### src/rtl/hazard_pkg.sv
// Shared types and constants for the decode-stage hazard scoreboard.
package hazard_pkg;

    localparam int REG_ADDR_W = 3;
    localparam int MAX_DEPTH  = 4;

    typedef struct packed {
        logic                  valid;
        logic [REG_ADDR_W-1:0] dst;
        logic                  is_load;
    } sb_entry_t;

    localparam sb_entry_t SB_ENTRY_EMPTY = '{valid: 1'b0, dst: {REG_ADDR_W{1'b0}}, is_load: 1'b0};

endpackage

### src/rtl/hazard_scoreboard_sat_counter.sv
// Saturating event counter with synchronous clear; clear wins over increment.
module sat_counter #(
    parameter int CNT_W = 16
) (
    input  logic             clk,
    input  logic             rst_n,
    input  logic             inc_i,
    input  logic             clr_i,
    output logic [CNT_W-1:0] count_o
);

    logic [CNT_W-1:0] count_q;
    logic [CNT_W-1:0] count_d;

    // next count: clear, saturating increment, or hold
    always_comb begin
        count_d = count_q;
        if (clr_i) begin
            count_d = {CNT_W{1'b0}};
        end else if (inc_i && !(&count_q)) begin
            count_d = count_q + CNT_W'(1);
        end else begin
            count_d = count_q;
        end
    end

    // count register
    always_ff @(posedge clk or negedge rst_n) begin
        if (!rst_n) begin
            count_q <= {CNT_W{1'b0}};
        end else begin
            count_q <= count_d;
        end
    end

    assign count_o = count_q;

endmodule

### src/rtl/hazard_scoreboard.sv
// RAW hazard scoreboard: shift register of in-flight destinations checked against decode sources.
// Optional macro HAZARD_FWD_EN: only load-use on the immediately preceding instruction stalls.
module hazard_scoreboard
    import hazard_pkg::*;
#(
    parameter int REG_ADDR_W = hazard_pkg::REG_ADDR_W,
    parameter int NUM_SRC    = 2,
    parameter int DEPTH      = 2,
    parameter int CNT_W      = 16
) (
    input  logic                          clk,
    input  logic                          rst_n,
    input  logic                          id_valid,
    input  logic [NUM_SRC*REG_ADDR_W-1:0] id_src_addr,
    input  logic [NUM_SRC-1:0]            id_src_used,
    input  logic [REG_ADDR_W-1:0]         id_dst_addr,
    input  logic                          id_dst_write,
    input  logic                          id_dst_is_load,
    input  logic                          flush,
    input  logic                          cnt_clr,
    output logic                          stall,
    output logic [CNT_W-1:0]              stall_cycles
);

    sb_entry_t                  entry_q [DEPTH];
    sb_entry_t                  entry_d [DEPTH];
    logic [NUM_SRC*DEPTH-1:0]   match_s;
    logic                       stall_s;
    logic                       unused_bits_s;

    for (genvar gi = 0; gi < NUM_SRC; gi++) begin : g_src
        for (genvar gj = 0; gj < DEPTH; gj++) begin : g_ent
`ifdef HAZARD_FWD_EN
            // with bypassing only a load still in ID/EX cannot be forwarded in time
            if (gj == 0) begin : g_load_use
                assign match_s[gi*DEPTH+gj] = id_valid & id_src_used[gi] & entry_q[gj].valid &
                                              entry_q[gj].is_load &
                                              (id_src_addr[gi*REG_ADDR_W +: REG_ADDR_W] == entry_q[gj].dst);
            end else begin : g_fwd
                assign match_s[gi*DEPTH+gj] = 1'b0;
            end
`else
            assign match_s[gi*DEPTH+gj] = id_valid & id_src_used[gi] & entry_q[gj].valid &
                                          (id_src_addr[gi*REG_ADDR_W +: REG_ADDR_W] == entry_q[gj].dst);
`endif
        end
    end

    assign stall_s = ~flush & (|match_s);
    assign stall   = stall_s;

    // scoreboard next state: flush squashes everything, otherwise shift and insert decode
    always_comb begin
        for (int k = 0; k < DEPTH; k++) begin
            entry_d[k] = entry_q[k];
        end
        if (flush) begin
            for (int k = 0; k < DEPTH; k++) begin
                entry_d[k] = SB_ENTRY_EMPTY;
            end
        end else begin
            for (int k = 1; k < DEPTH; k++) begin
                entry_d[k] = entry_q[k-1];
            end
            entry_d[0].valid = id_valid & id_dst_write & ~stall_s;
            entry_d[0].dst   = id_dst_addr;
`ifdef HAZARD_FWD_EN
            entry_d[0].is_load = id_dst_is_load;
`else
            entry_d[0].is_load = 1'b0;
`endif
        end
    end

    // scoreboard registers
    always_ff @(posedge clk or negedge rst_n) begin
        if (!rst_n) begin
            for (int k = 0; k < DEPTH; k++) begin
                entry_q[k] <= SB_ENTRY_EMPTY;
            end
        end else begin
            for (int k = 0; k < DEPTH; k++) begin
                entry_q[k] <= entry_d[k];
            end
        end
    end

    // fields not consulted in every configuration are folded here
    always_comb begin
        unused_bits_s = id_dst_is_load;
        for (int k = 0; k < DEPTH; k++) begin
            unused_bits_s = unused_bits_s ^ (^entry_q[k]);
        end
    end

    sat_counter #(
        .CNT_W (CNT_W)
    ) u_stall_cnt (
        .clk     (clk),
        .rst_n   (rst_n),
        .inc_i   (stall_s),
        .clr_i   (cnt_clr),
        .count_o (stall_cycles)
    );

endmodule

### config.mk
export PLATFORM = sky130hd
export DESIGN_NAME = hazard_scoreboard
export DESIGN_NICKNAME = d
export VERILOG_FILES = /design/src/rtl/hazard_pkg.sv /design/src/rtl/hazard_scoreboard_sat_counter.sv /design/src/rtl/hazard_scoreboard.sv
export SDC_FILE = /design/constraint.sdc
export NUM_CORES = 1
export LEC_CHECK = 0
export CAP_MARGIN = 0
export CORE_MARGIN = 2
export CORE_UTILIZATION = 45
export DETAILED_ROUTE_END_ITERATION = 8
export PLACE_DENSITY = 0.84
export SLEW_MARGIN = 20
export SYNTH_ARGS = -nofsm -noshare
export SYNTH_HDL_FRONTEND = slang
export SYNTH_SLANG_ARGS = --single-unit
export TNS_END_PERCENT = 30
### constraint.sdc
create_clock -name clk -period 2.9 [get_ports clk]
set_input_delay 0.58 -clock clk [delete_from_list [all_inputs] [get_ports clk]]
set_output_delay 0.58 -clock clk [all_outputs]
set_load 0.02 [all_outputs]
## Yosys cells after proc, flatten, opt, wreduce, memory -nomap -nowiden

Index checks and enable logic that the tools add are counted.

- Bits in registers: 25
- Input bits: 18

- Add/sub/neg operators: 1
- Eq/ne operators: 4
- Multiplexer cells: 3
- Bitwise gates (word level): 15
- Reduce and logical (&&, ||, !) cells: 5

Operators with widths:

| cell | count |
|---|---|
| two-way mux 16 bit | 2 |
| adder 16 x 1 -> 16 bit (second input constant) | 1 |
| AND reduction 16 bit | 1 |
| bitwise AND 1 bit | 13 |
| == test 3 bit | 4 |
| two-way mux 10 bit | 1 |
| OR reduction 4 bit | 1 |
| inverter 1 bit | 2 |
| nonzero test 2 bit | 1 |
| logical AND 1 bit | 1 |
| zero test 1 bit | 1 |

## Depth between registers and ports, before layout

Gate-level depths: netlist (run 1).

- Depth after elaboration: 8
- Mapped depth: 9
- Depth with buffers taken out: 7

## Hierarchy

From an unflattened synthesis (run 1), not the netlist that was laid out.

- Cells, all modules: 134
- Area total of the unflattened synthesis: 1,335.0 um2

By module, submodules not included:

| module | instances | cells each | area each (um2) | sequential area each (um2) |
|---|---|---|---|---|
| sat_counter | 1 | 95 | 919.6 | 400.4 |
| hazard_scoreboard | 1 | 39 | 415.4 | 200.2 |

## Least setup slack after synthesis (run 1)

No wires, ideal clock.

- Path type: reg2reg
- From: reg u_stall_cnt.count_q[7] (netlist: u_stall_cnt.count_o[7])
- To: reg u_stall_cnt.count_q[6] (netlist: u_stall_cnt.count_o[6])
- Library setup time: 0.128 ns
- Arrival time: 2.030 ns
- Slack: 0.742 ns
- Stages on the path, launching flop included: 9
- Buffers on the path: 2
- Clock period less this slack: 2.158 ns
- Cell sequence: dfrtp_1 -> and3_4 -> and3_4 -> and3_4 -> buf_6 -> and3_4 -> buf_6 -> nor4_1 -> mux2_1

- Word-level cells in the longest chain between the ends: 4

RTL lines:

| item | RTL line | source |
|---|---|---|
| start: declaration | hazard_scoreboard_sat_counter.sv:12 | `logic [CNT_W-1:0] count_q;` |
| start signal: assignment | hazard_scoreboard_sat_counter.sv:30 | `count_q <= {CNT_W{1'b0}};` |
| start signal: assignment | hazard_scoreboard_sat_counter.sv:32 | `count_q <= count_d;` |
| AND reduction 16 bit | hazard_scoreboard_sat_counter.sv:20 | `end else if (inc_i && !(&count_q)) begin` |
| zero test 1 bit | hazard_scoreboard_sat_counter.sv:20 |  |
| logical AND 1 bit | hazard_scoreboard_sat_counter.sv:20 |  |
| nonzero test 2 bit (no line) | -- |  |

No other way between the ends.
A chain may end at the register's enable or synchronous reset.

## Worst setup path after layout (run 1)

- From: in id_src_addr[0]
- To: out stall

- Word-level cells in the longest chain between the ends: 4
- Elaborated cells between the ends (all ways): 6
- Those cells by class: eq/ne: 2; bitwise: 3; reduce/logical: 1

RTL lines:

| item | RTL line | source |
|---|---|---|
| start: declaration | hazard_scoreboard.sv:14 | `input logic [NUM_SRC*REG_ADDR_W-1:0] id_src_addr,` |
| == test 3 bit | hazard_scoreboard.sv:44 | `(id_src_addr[gi*REG_ADDR_W +: REG_ADDR_W] == entry_q[gj].dst);` |
| bitwise AND 1 bit | hazard_scoreboard.sv:43 | `assign match_s[gi*DEPTH+gj] = id_valid & id_src_used[gi] & entry_q[gj].valid &` |
| OR reduction 4 bit * | hazard_scoreboard.sv:49 | `assign stall_s = ~flush & (\|match_s);` |
| bitwise AND 1 bit * | hazard_scoreboard.sv:49 |  |
| end: declaration | hazard_scoreboard.sv:21 | `output logic stall,` |

Mark *: on every way between the ends. The rest lies on a longest branch, timed or not.

==> results of run 1 <==
-- power breakdown --
part	total [mW]	internal [mW]	leakage, nW	switching [mW]
clock network	0.179	0.0768	0.0210	0.102
logic	0.0638	0.0354	0.341	0.0283
registers	0.344	0.339	0.330	0.00460
total	0.587	0.452	0.692	0.135
-- synth_stat cells --
library cell	count
inv_2	1
mux2_1	5
or4_1	7
dfrtp_1	24
xnor2_1	12
o211a_1	1
or3_1	2
o21bai_1	1
inv_1	3
o41ai_1	2
a21oi_1	11
clkbuf_1	5
nand2_1	12
nand4_1	4
nor2b_1	11
nor2_1	8
nor3_1	3
ha_1	1
nand4b_1	1
and3_1	1
o21ai_1	2
nand3_1	7
nor4_1	5
buf_6	3
a31oi_1	1
and4_1	1
o31ai_1	5
and3_4	4
-- layout make-up --
class	count	area, µm²	area share
multi-input cells	107	702	0.400
flip-flops and latches	24	601	0.342
repair buffers	37	359	0.205
clock buffers	4	36.3	0.0207
well taps	33	41.3	0.0235
inverters	4	15.0	0.00856
-- critical path, delay by kind of cell --
family / cells / cell delay [ns]
buffers and inverters: 3 / 0.94
XOR/XNOR: 1 / 0.16
AO/OA/AOI/OAI: 2 / 0.36
AND/OR/NAND/NOR: 1 / 0.13
-- timing repair --
action                                  in CTS  in global routing
setup buffers                                0                  0
endpoints found under the setup margin       1                  0
resized for setup                            1                  0
-- how the worst max path moves through the flow --
stage	cells past startpoint	endpoint	startpoint
floorplan	8	u_stall_cnt.count_o[6]	u_stall_cnt.count_o[7]
global placement	7	stall	id_src_addr[0]
detailed placement	7	stall	id_src_addr[0]
global route	7	stall	id_src_addr[1]
CTS	7	stall	id_src_addr[0]
finish	7	stall	id_src_addr[0]
-- registers in the layout, indices dropped and copies added (netlist names) --
signal,count
entry_q,8
u_stall_cnt.count_o,16
-- logic make-up (layout without fill, tap and decap cells) --
family / count (synthesis) / after routing / synth area share
multiplexers: 5 / 5 / 0.0411
buffers and inverters: 12 / 45 / 0.0493
AND/OR/NAND/NOR: 66 / 66 / 0.280
flip-flops: 24 / 24 / 0.438
AO/OA/AOI/OAI: 23 / 23 / 0.105
XOR/XNOR: 12 / 12 / 0.0767
adder cells (fa/ha/maj): 1 / 1 / 0.00913
-- metal layers --
| metal | vias up | routed length (µm) |
|---|---|---|
| li1 | 582 | - |
| met1 | 605 | 1480 |
| met2 | 41 | 1650 |
| met3 | 8 | 131 |
| met4 | 0 | 47 |
| met5 | - | 0 |
-- metrics by stage --
step / TNS [ns] / worst slack [ns]
after global placement: -0.0261 / -0.0261
after floorplan: 0 / 0.742
after global routing: 0 / 0.0201
final: 0 / 0.147
after CTS: 0 / 0.149
after detailed placement: -0.108 / -0.108
==> results.py, run 1 <==
metrics = {
    "run_status": {
        "status": "complete, no violations",
    },
    "setup_path": {
        "critPathKind": "primary input to output pin",
        "max_stage_delay_ns": 0.51,
        "ff2ff_setup_slack_ns": 0.68,
        "worstReg2RegStart": "entry_q[6]",
        "worst_path_max_delay_cell": "clkdlybuf4s50_1",
        "start_kind": "primary input",
        "required_ns": 2.32,
        "critPathCaptureType": "output pin",
        "crit_fanout": 2,
        "reg2reg_depth": 7,
        "worstPathArrival_ns": 2.17,
        "worstReg2RegEnd": "u_stall_cnt.count_o[9]",
        "path_cells": "clkdlybuf4s50_1 -> xnor2_1 -> nand4_1 -> a21oi_1 -> o21bai_1 -> inv_2 -> dlygate4sd2_1",
    },
    "min_path": {
        "worstHoldPathType": "register to register",
        "holdPathStages": 1,
        "whs_endpoint": "entry_q[4]",
        "min_from": "entry_q[9]",
    },
    "drt": {
        "post_drt_wl_per_cell_um": 15.8,
        "drc_errors": 0,
        "via_per_inst": 5.91,
        "routed_wl_um": 3310,
        "drt-initial-drc-count": 41,
        "ant_nets": 0,
        "num_vias": 1236,
        "dr.pass1.iters": 4,
    },
    "logic_synthesis": {
        "synth_top_area_share": 0.438,
        "seq_area_frac_synth": 0.438,
        "ys_ff_latch": 24,
        "ys_types": 28,
        "synth.avg_cell_area_um2": 9.58,
        "yosysTopAreaCell": "dfrtp_1",
        "syn_inst": 143,
        "syn_area_um2": 1370,
        "synth.area.top_cells": "dfrtp_1 44%, xnor2_1 7.7%, nor2b_1 5.0%",
        "ys_warn_count": 0,
        "syn_nets": 162,
    },
    "placed_design": {
        "gp_congestion": 0.773,
        "dpl_cell_area_um2": 1720,
        "io_buffers": 33,
        "dp_hpwl_um": 2360,
        "dp_cells": 205,
    },
    "pwr": {
        "p_leak_nw": 0.692,
        "max-vdd-ir-drop_mv": 0.258,
        "total_power_mw": 0.587,
        "power_density_nw_per_um2": 334,
    },
    "cts": {
        "h-tree-depth": 1,
        "clock-sinks": 24,
        "cts_tree": "built",
        "clockRootBuffer": "clkbuf_4",
        "clk_pin_slew_ns": 0.14,
        "cts_buffers": 3,
        "clk_latency_ns": 0.32,
        "hold_buffers": 0,
        "clockBufferDepth": 2,
    },
    "timing": {
        "drv_slew": 0,
        "rsz0062_at_grt": "false",
        "max_freq_mhz": 363,
        "fin_crit_sh": 0.949,
        "timing.hold.ws_ns": 0.578,
        "hold_violations": 0,
        "worst_slew_pin_slew_ns": 0.735,
        "fin_worst_skew_ns": 0.00969,
        "setup_viol": 0,
        "fin_crit_ns": 2.75,
        "relSlewSlack": 0.508,
    },
    "run": {
        "max_cap_viol_count": 0,
    },
    "global_route": {
        "grt_use_total": 0.208,
        "grt-ovfl-total": 0,
        "grt_first_pass_wirelength_um": 5530,
        "met1_usage": 0.271,
        "gr-max-usage-layer": "met2",
        "use_met3": 0.0284,
        "grt_pass1_vias": 1244,
        "grt_max_degree": 25,
        "antenna_found_initial": 0,
        "grt_util_met2": 0.356,
    },
    "final_layout": {
        "utilization": 0.589,
        "drive_above_1_share": 0.0739,
        "num-fill-cells": 269,
        "stdcell_area_um2": 1750,
        "final_nets": 196,
        "layout_common_cells": "32 x clkdlybuf4s50_1, 24 x dfrtp_1, 12 x xnor2_1, 12 x nand2_1",
        "layout.cells.non_filler": 209,
        "num_antenna_cells": 0,
        "areaGrowthSynthToFinish_pct": 28.0,
        "final_common_cell": "clkdlybuf4s50_1",
    },
    "die": {
        "start_util": 0.460,
        "rows": 20,
        "pin_count": 35,
        "core_area_um2": 2980,
        "die_y_um": 59.2,
        "die_x_um": 59.2,
        "dieArea_um2": 3500,
    },
}
Power figures use the tool's default switching activity.
==> run 2: changes to the inputs <==
Settings changed: CAP_MARGIN 0 to not set.
==> results of run 2 <==
Final layout, timing and power as in run 1 (identical DEF).
